### src/rtl/mig_tt_gen.sv
`default_nettype none
// ============================================================================
// Module   : mig_tt_gen
// Purpose  : Sequential truth-table generator for a run-time programmable
//            majority-inverter graph. It walks all 2^N_IN input patterns,
//            evaluates one majority gate per cycle, and streams the
//            truth table out as W-bit words over a valid/ready handshake.
// Ports    : clk, rst                 - clock, synchronous active-high reset
//            cfg_we/cfg_addr/cfg_data - gate slot / output-select writes
//            start, busy, done        - run control and status
//            tt_data/tt_idx/tt_valid/tt_ready - truth-table word stream
// Revision : 1.0 - initial release
// ============================================================================
module mig_tt_gen #(
    parameter int  N_IN    = 7,
    parameter int  N_GATES = 16,
    parameter int  W       = 32,
    localparam int NODES   = 1 + N_IN + N_GATES,
    localparam int SELW    = $clog2(NODES),
    localparam int FW      = SELW + 1,
    localparam int AW      = $clog2(N_GATES + 1),
    localparam int IW      = ((N_IN - $clog2(W)) < 1) ? 1 : (N_IN - $clog2(W))
) (
    input  logic            clk,
    input  logic            rst,
    input  logic            cfg_we,
    input  logic [AW-1:0]   cfg_addr,
    input  logic [3*FW-1:0] cfg_data,
    input  logic            start,
    output logic            busy,
    output logic            done,
    output logic [W-1:0]    tt_data,
    output logic [IW-1:0]   tt_idx,
    output logic            tt_valid,
    input  logic            tt_ready
);

    localparam int NPAD = 2 ** SELW;
    localparam int GW   = (N_GATES > 1) ? $clog2(N_GATES) : 1;
    localparam int LW   = $clog2(W);

    localparam logic [N_IN-1:0] c_wmask = N_IN'(W - 1);
    localparam logic [N_IN-1:0] c_plast = {N_IN{1'b1}};
    localparam logic [GW-1:0]   c_glast = GW'(N_GATES - 1);

    localparam logic [1:0] S_IDLE = 2'd0;
    localparam logic [1:0] S_EVAL = 2'd1;
    localparam logic [1:0] S_CAP  = 2'd2;
    localparam logic [1:0] S_EMIT = 2'd3;

    logic [3*FW-1:0]   r_gate [N_GATES];
    logic [FW-1:0]     r_osel;
    logic [N_GATES-1:0] r_w;
    logic [N_IN-1:0]   r_p;
    logic [GW-1:0]     r_g;
    logic [W-1:0]      r_acc;
    logic [1:0]        r_state;
    logic              r_busy;
    logic              r_done;
    logic              r_valid;
    logic [W-1:0]      r_tt_data;
    logic [IW-1:0]     r_tt_idx;

    // Node vector in index order: const 0, x0.., w0..; indices past NODES read 0.
    logic [NPAD-1:0]   w_nodes;
    logic [3*FW-1:0]   w_cur;
    logic              w_a, w_b, w_c, w_maj, w_f;
    logic [W-1:0]      w_acc_next;
    logic              w_word_end;
    logic [IW-1:0]     w_idx;

    function automatic logic opval(input logic [FW-1:0] fld, input logic [NPAD-1:0] nodes);
        return nodes[fld[SELW-1:0]] ^ fld[FW-1];
    endfunction

    assign w_nodes    = NPAD'({r_w, r_p, 1'b0});
    assign w_cur      = r_gate[r_g];
    assign w_a        = opval(w_cur[0*FW +: FW], w_nodes);
    assign w_b        = opval(w_cur[1*FW +: FW], w_nodes);
    assign w_c        = opval(w_cur[2*FW +: FW], w_nodes);
    assign w_maj      = (w_a & w_b) | (w_a & w_c) | (w_b & w_c);
    assign w_f        = opval(r_osel, w_nodes);
    assign w_acc_next = r_acc | (W'(w_f) << (r_p & c_wmask));
    assign w_word_end = (r_p & c_wmask) == c_wmask;
    assign w_idx      = IW'(r_p >> LW);

    always_ff @(posedge clk) begin
        if (rst) begin
            for (int i = 0; i < N_GATES; i++) r_gate[i] <= '0;
            r_osel    <= '0;
            r_w       <= '0;
            r_p       <= '0;
            r_g       <= '0;
            r_acc     <= '0;
            r_state   <= S_IDLE;
            r_busy    <= 1'b0;
            r_done    <= 1'b0;
            r_valid   <= 1'b0;
            r_tt_data <= '0;
            r_tt_idx  <= '0;
        end else begin
            r_done <= 1'b0;
            case (r_state)
                S_IDLE: begin
                    if (cfg_we) begin
                        for (int i = 0; i < N_GATES; i++)
                            if (cfg_addr == AW'(i)) r_gate[i] <= cfg_data;
                        if (cfg_addr == AW'(N_GATES)) r_osel <= cfg_data[FW-1:0];
                    end
                    if (start) begin
                        // Gate nodes cleared so forward references start from 0.
                        r_w     <= '0;
                        r_p     <= '0;
                        r_g     <= '0;
                        r_acc   <= '0;
                        r_busy  <= 1'b1;
                        r_state <= S_EVAL;
                    end
                end
                S_EVAL: begin
                    r_w[r_g] <= w_maj;
                    if (r_g == c_glast) begin
                        r_state <= S_CAP;
                    end else begin
                        r_g <= r_g + 1'b1;
                    end
                end
                S_CAP: begin
                    r_g <= '0;
                    if (w_word_end) begin
                        r_acc     <= w_acc_next;
                        r_tt_data <= w_acc_next;
                        r_tt_idx  <= w_idx;
                        r_valid   <= 1'b1;
                        r_state   <= S_EMIT;
                    end else begin
                        r_acc   <= w_acc_next;
                        r_p     <= r_p + 1'b1;
                        r_state <= S_EVAL;
                    end
                end
                S_EMIT: begin
                    if (tt_ready) begin
                        r_valid <= 1'b0;
                        if (r_p == c_plast) begin
                            r_busy  <= 1'b0;
                            r_done  <= 1'b1;
                            r_state <= S_IDLE;
                        end else begin
                            r_p     <= r_p + 1'b1;
                            r_acc   <= '0;
                            r_state <= S_EVAL;
                        end
                    end
                end
                default: r_state <= S_IDLE;
            endcase
        end
    end

    assign busy     = r_busy;
    assign done     = r_done;
    assign tt_valid = r_valid;
    assign tt_data  = r_tt_data;
    assign tt_idx   = r_tt_idx;

endmodule
`default_nettype wire

### config.mk
export PLATFORM = sky130hd
export DESIGN_NAME = mig_tt_gen
export DESIGN_NICKNAME = d
export VERILOG_FILES = /design/src/rtl/mig_tt_gen.sv
export SDC_FILE = /design/constraint.sdc
export NUM_CORES = 1
export LEC_CHECK = 0
export BUFFER_PORTS_ARGS = -buffer_cell sky130_fd_sc_hd__buf_2
export CELL_PAD_IN_SITES_DETAIL_PLACEMENT = 1
export CELL_PAD_IN_SITES_GLOBAL_PLACEMENT = 1
export CORE_ASPECT_RATIO = 1.75
export CORE_MARGIN = 2
export CORE_UTILIZATION = 45
export CTS_BUF_LIST = sky130_fd_sc_hd__clkbuf_4 sky130_fd_sc_hd__clkbuf_8
export DETAILED_ROUTE_END_ITERATION = 6
export PLACE_DENSITY_LB_ADDON = 0.25
export SYNTH_ARGS = -nofsm -noshare
export SYNTH_HDL_FRONTEND = slang
export SYNTH_SLANG_ARGS = --single-unit
### constraint.sdc
create_clock -name clk -period 8 [get_ports clk]
set_input_delay 1.6 -clock clk [delete_from_list [all_inputs] [get_ports clk]]
set_output_delay 1.6 -clock clk [all_outputs]
set_load 0.005 [all_outputs]
==> results.txt <==
----------------------------------------------------
[Die]
  Top-level I/O count ... 65
  Chip Width ... 154 µm
  Die footprint ... 0.0413 mm²
  Y dimension of the die ... 267 µm
  Placeable core region ... 0.0392 mm²
  Number of placement rows ... 96
  Initial core utilization ... 45.5%

[Power and ir drop]
  Power density over cell area ... 218 mW/mm²
  Peak supply drop ... 0.119 mV
  Power after layout ... 4.30 mW
  Static leakage power ... 6.99 nW

[Critical path]
  Endpoint of the worst-slack reg-to-reg timing path ... r_w[15]
  Setup slack on the worst flop-to-flop path ... 3400 ps
  Nature of the critical path endpoint ... flop
  Critical Path AT ... 5130 ps
  Kind of critical path ... flop to flop
  Number of cells traversed by the worst register-to-register path ... 11
  Worst path required time ... 8540 ps
  Nature of the critical path startpoint ... flop
  Largest fanout on the critical path ... 37

[Clock network]
  Clock H-tree levels ... 2
  Number of cells upsized or downsized after cts ... 0
  Sink Count ... 396
  Post-CTS setup buffer count ... 0
  Root buffer cell ... sky130_fd_sc_hd__clkbuf_8
  Hold buffer count at CTS ... 0
  CTS clk-pin slew, worst paths ... 60 ps
  Clock Tree Buf Depth ... 3
  Clock tree from TritonCTS ... done
  TritonCTS buffer count ... 56
  Clock latency at the later pin of the worst-skew pair ... 640 ps

[Routing]
  Post-detailed-route count of antenna-violating nets ... 0
  First-pass detailed-route iteration total ... 5
  Wire length after detailed routing ... 52.5 mm
  Uppermost signal routing layer after detailed routing ... met4
  Post-route met1 wirelength ... 17.9 mm
  Average wire per cell in the routed design ... 26.2 µm
  Via density per instance ... 6.05
  DRC violations left ... 0
  Wire length on met2 ... 29.4 mm
  Via count of the routed design ... 12100
  Iter 0 DRT Violations ... 852
  Met3 routed wirelength ... 1.88 mm

[Synth]
  Top cells by count, synth ... sky130_fd_sc_hd__nor2_1 (296), sky130_fd_sc_hd__edfxtp_1 (288), sky130_fd_sc_hd__dfxtp_1 (108)
  Total nets after synthesis ... 1457
  Synth async-reset ratio ... 0%
  Yosys top cell by area ... sky130_fd_sc_hd__edfxtp_1
  Cells taking the most area after synthesis ... sky130_fd_sc_hd__edfxtp_1 (49%), sky130_fd_sc_hd__dfxtp_1 (12%), sky130_fd_sc_hd__mux4_2 (10%)
  Area of the mapped netlist ... 0.0178 mm²
  Share of the synthesized area in the top cell type ... 48.5%
  Count of distinct cell types in the synthesized netlist ... 65
  Number of enable-type register cells in the synthesized netlist ... 288
  Most common cell in the synthesized netlist ... sky130_fd_sc_hd__nor2_1
  Mean area per synthesized cell ... 12.5 µm²
  Dominant register cell in the synthesized netlist ... sky130_fd_sc_hd__edfxtp_1
  Mapped Cells ... 1423
  Count of yosys warnings during synthesis ... 0
  Sequential fraction of the synthesis area ... 60.6%
  FF+latch count, synth ... 396

[Timing]
  Top achievable clock speed ... 218 MHz
  Worst hold-check slack ... 457 ps
  Crit share post-route ... 57.5%
  Setup repair after global routing missed its margin ... no
  Max transition margin ... 5.32%
  Minimum clock period after layout ... 4600 ps
  Worst-margin pin slew ... 1420 ps
  Final-layout setup total negative slack ... 0 ps
  Worst clock skew ... 24.7 ps
  Final count of hold timing violations ... 0
  Max-slew violation count ... 0
  Finish-stage setup viols ... 0

[Global route]
  Global-route wire length before repair ... 79.4 mm
  Vias in the first global route ... 13200
  Overall fraction of global-route tracks in use ... 25.8%
  GR Overflow Total ... 0
  Antenna violations before repair ... 1
  Largest net degree at the start of global routing ... 73

[Placed design]
  Port Buffer Count ... 64
  Half-perimeter wire length of the detailed placement result ... 35.6 mm
  GPL Wtd Cong ... 0.895

[Cells and area]
  Number of nets in the layout ... 1501
  Fraction of final layout cells sized beyond drive strength 1 ... 19.7%
  Signed area change from the synthesized netlist to the final layout ... 10.4%

[Outcome]
  Run status ... completed

[Hold path]
  Worst hold path class ... flop to flop
  End of the worst hold path ... tt_idx[0]
  Min-delay src ... tt_idx[0]
  Worst hold path stage count ... 2

[Job]
  Max-cap violations ... 0

----------------------------------------------------
## cell families after synthesis
family | count (synthesis) | share of synthesized area, %
flip-flops | 396 | 60.6
AO/OA/AOI/OAI | 199 | 8.43
adder cells (fa/ha/maj) | 7 | 0.484
AND/OR/NAND/NOR | 543 | 13.5
buffers and inverters | 139 | 3.38
multiplexers | 131 | 13.2
XOR/XNOR | 8 | 0.393
## critical path: stages, from the launching register on
cell and delay [ps]:
sky130_fd_sc_hd__dfxtp_4 760, sky130_fd_sc_hd__buf_4 520, sky130_fd_sc_hd__mux4_2 390, sky130_fd_sc_hd__mux2_2 320, sky130_fd_sc_hd__mux2_2 270, sky130_fd_sc_hd__a2111oi_0 560, sky130_fd_sc_hd__a311o_1 200, sky130_fd_sc_hd__a21oi_1 60
sky130_fd_sc_hd__nor3_1 400, sky130_fd_sc_hd__xor2_1 130, sky130_fd_sc_hd__maj3_2 510, sky130_fd_sc_hd__o31ai_1 290
## power by group
group          switching [mW]  internal (mW)
Sequential             0.0375           2.28
Combinational           0.199          0.100
Clock                   0.810          0.877
## registers in the layout (all words and copies together) (netlist names), 2 cells and up, named ones only
| name | flops |
|---|---|
| r_gate | 288 |
| r_acc | 32 |
| tt_data | 32 |
| r_w | 16 |
| r_p | 7 |
| r_osel | 6 |
| r_g | 4 |
| r_state | 2 |
| tt_idx | 2 |
## cells in the final DEF (no fill, tap or decap), types with 7 or more instances in the layout
cell type	netlist	final
sky130_fd_sc_hd__o31ai_1	9	9
sky130_fd_sc_hd__mux2i_1	35	35
sky130_fd_sc_hd__nand4_1	9	9
sky130_fd_sc_hd__mux2_2	12	12
sky130_fd_sc_hd__nand2b_1	38	38
sky130_fd_sc_hd__clkinv_1	1	16
sky130_fd_sc_hd__a32oi_1	9	9
sky130_fd_sc_hd__a211oi_1	30	30
sky130_fd_sc_hd__clkbuf_8	0	61
sky130_fd_sc_hd__nor2_1	296	296
sky130_fd_sc_hd__and2_1	17	17
sky130_fd_sc_hd__a22oi_1	35	35
sky130_fd_sc_hd__a21oi_1	25	25
sky130_fd_sc_hd__and3_1	10	10
sky130_fd_sc_hd__buf_4	4	26
sky130_fd_sc_hd__buf_2	13	63
sky130_fd_sc_hd__clkbuf_4	0	15
sky130_fd_sc_hd__inv_1	34	34
sky130_fd_sc_hd__xor2_1	7	7
sky130_fd_sc_hd__dfxtp_1	108	105
sky130_fd_sc_hd__clkinv_2	0	7
sky130_fd_sc_hd__o21ai_0	23	23
sky130_fd_sc_hd__mux4_2	82	82
sky130_fd_sc_hd__nand3_1	32	32
sky130_fd_sc_hd__o211ai_1	8	8
sky130_fd_sc_hd__edfxtp_1	288	288
sky130_fd_sc_hd__nor2b_1	12	12
sky130_fd_sc_hd__nor3_1	42	42
sky130_fd_sc_hd__o31ai_2	10	10
sky130_fd_sc_hd__nand2_1	74	74
## cell type report
| cell class | count | area (µm²) |
|---|---|---|
| fillers | 4061 | 19500 |
| multi-input cells | 888 | 6420 |
| repair buffers | 89 | 510 |
| clock buffers | 76 | 952 |
| diodes | 1 | 2.50 |
| clock inverters | 29 | 229 |
| inverters | 36 | 135 |
| well taps | 490 | 613 |
| flip-flops and latches | 396 | 10800 |
## how the worst max path moves through the flow
stage,start,endpoint,slack (ps),cells after the start
finish,flop,r_w[15],3400,11
global route,flop,r_w[15],3110,11
CTS,flop,r_w[15],3410,11
detailed placement,flop,r_w[12],3430,11
global placement,flop,r_w[12],3590,11
floorplan,flop,r_w[0],4640,12
## stage by stage
stage                     util, %  cell area, µm²  instances  worst slack, ps
after floorplan                 -           17800       1423             4640
after global placement       47.2           18500       1899             3590
after detailed placement     47.2           18500       1899             3430
after CTS                    50.3           19700       2004             3410
after global routing         50.3           19700       2005             3110
final                        50.3           19700       2005             3400
## metal layers
metal / GRT usage [%] / vias to the layer above
li1: - / 5391
met5: 0 / -
met1: 25.9 / 6205
met4: 15.6 / 0
met3: 2.98 / 164
met2: 50.1 / 368
No activity file was read; power rests on OpenSTA's default activity.
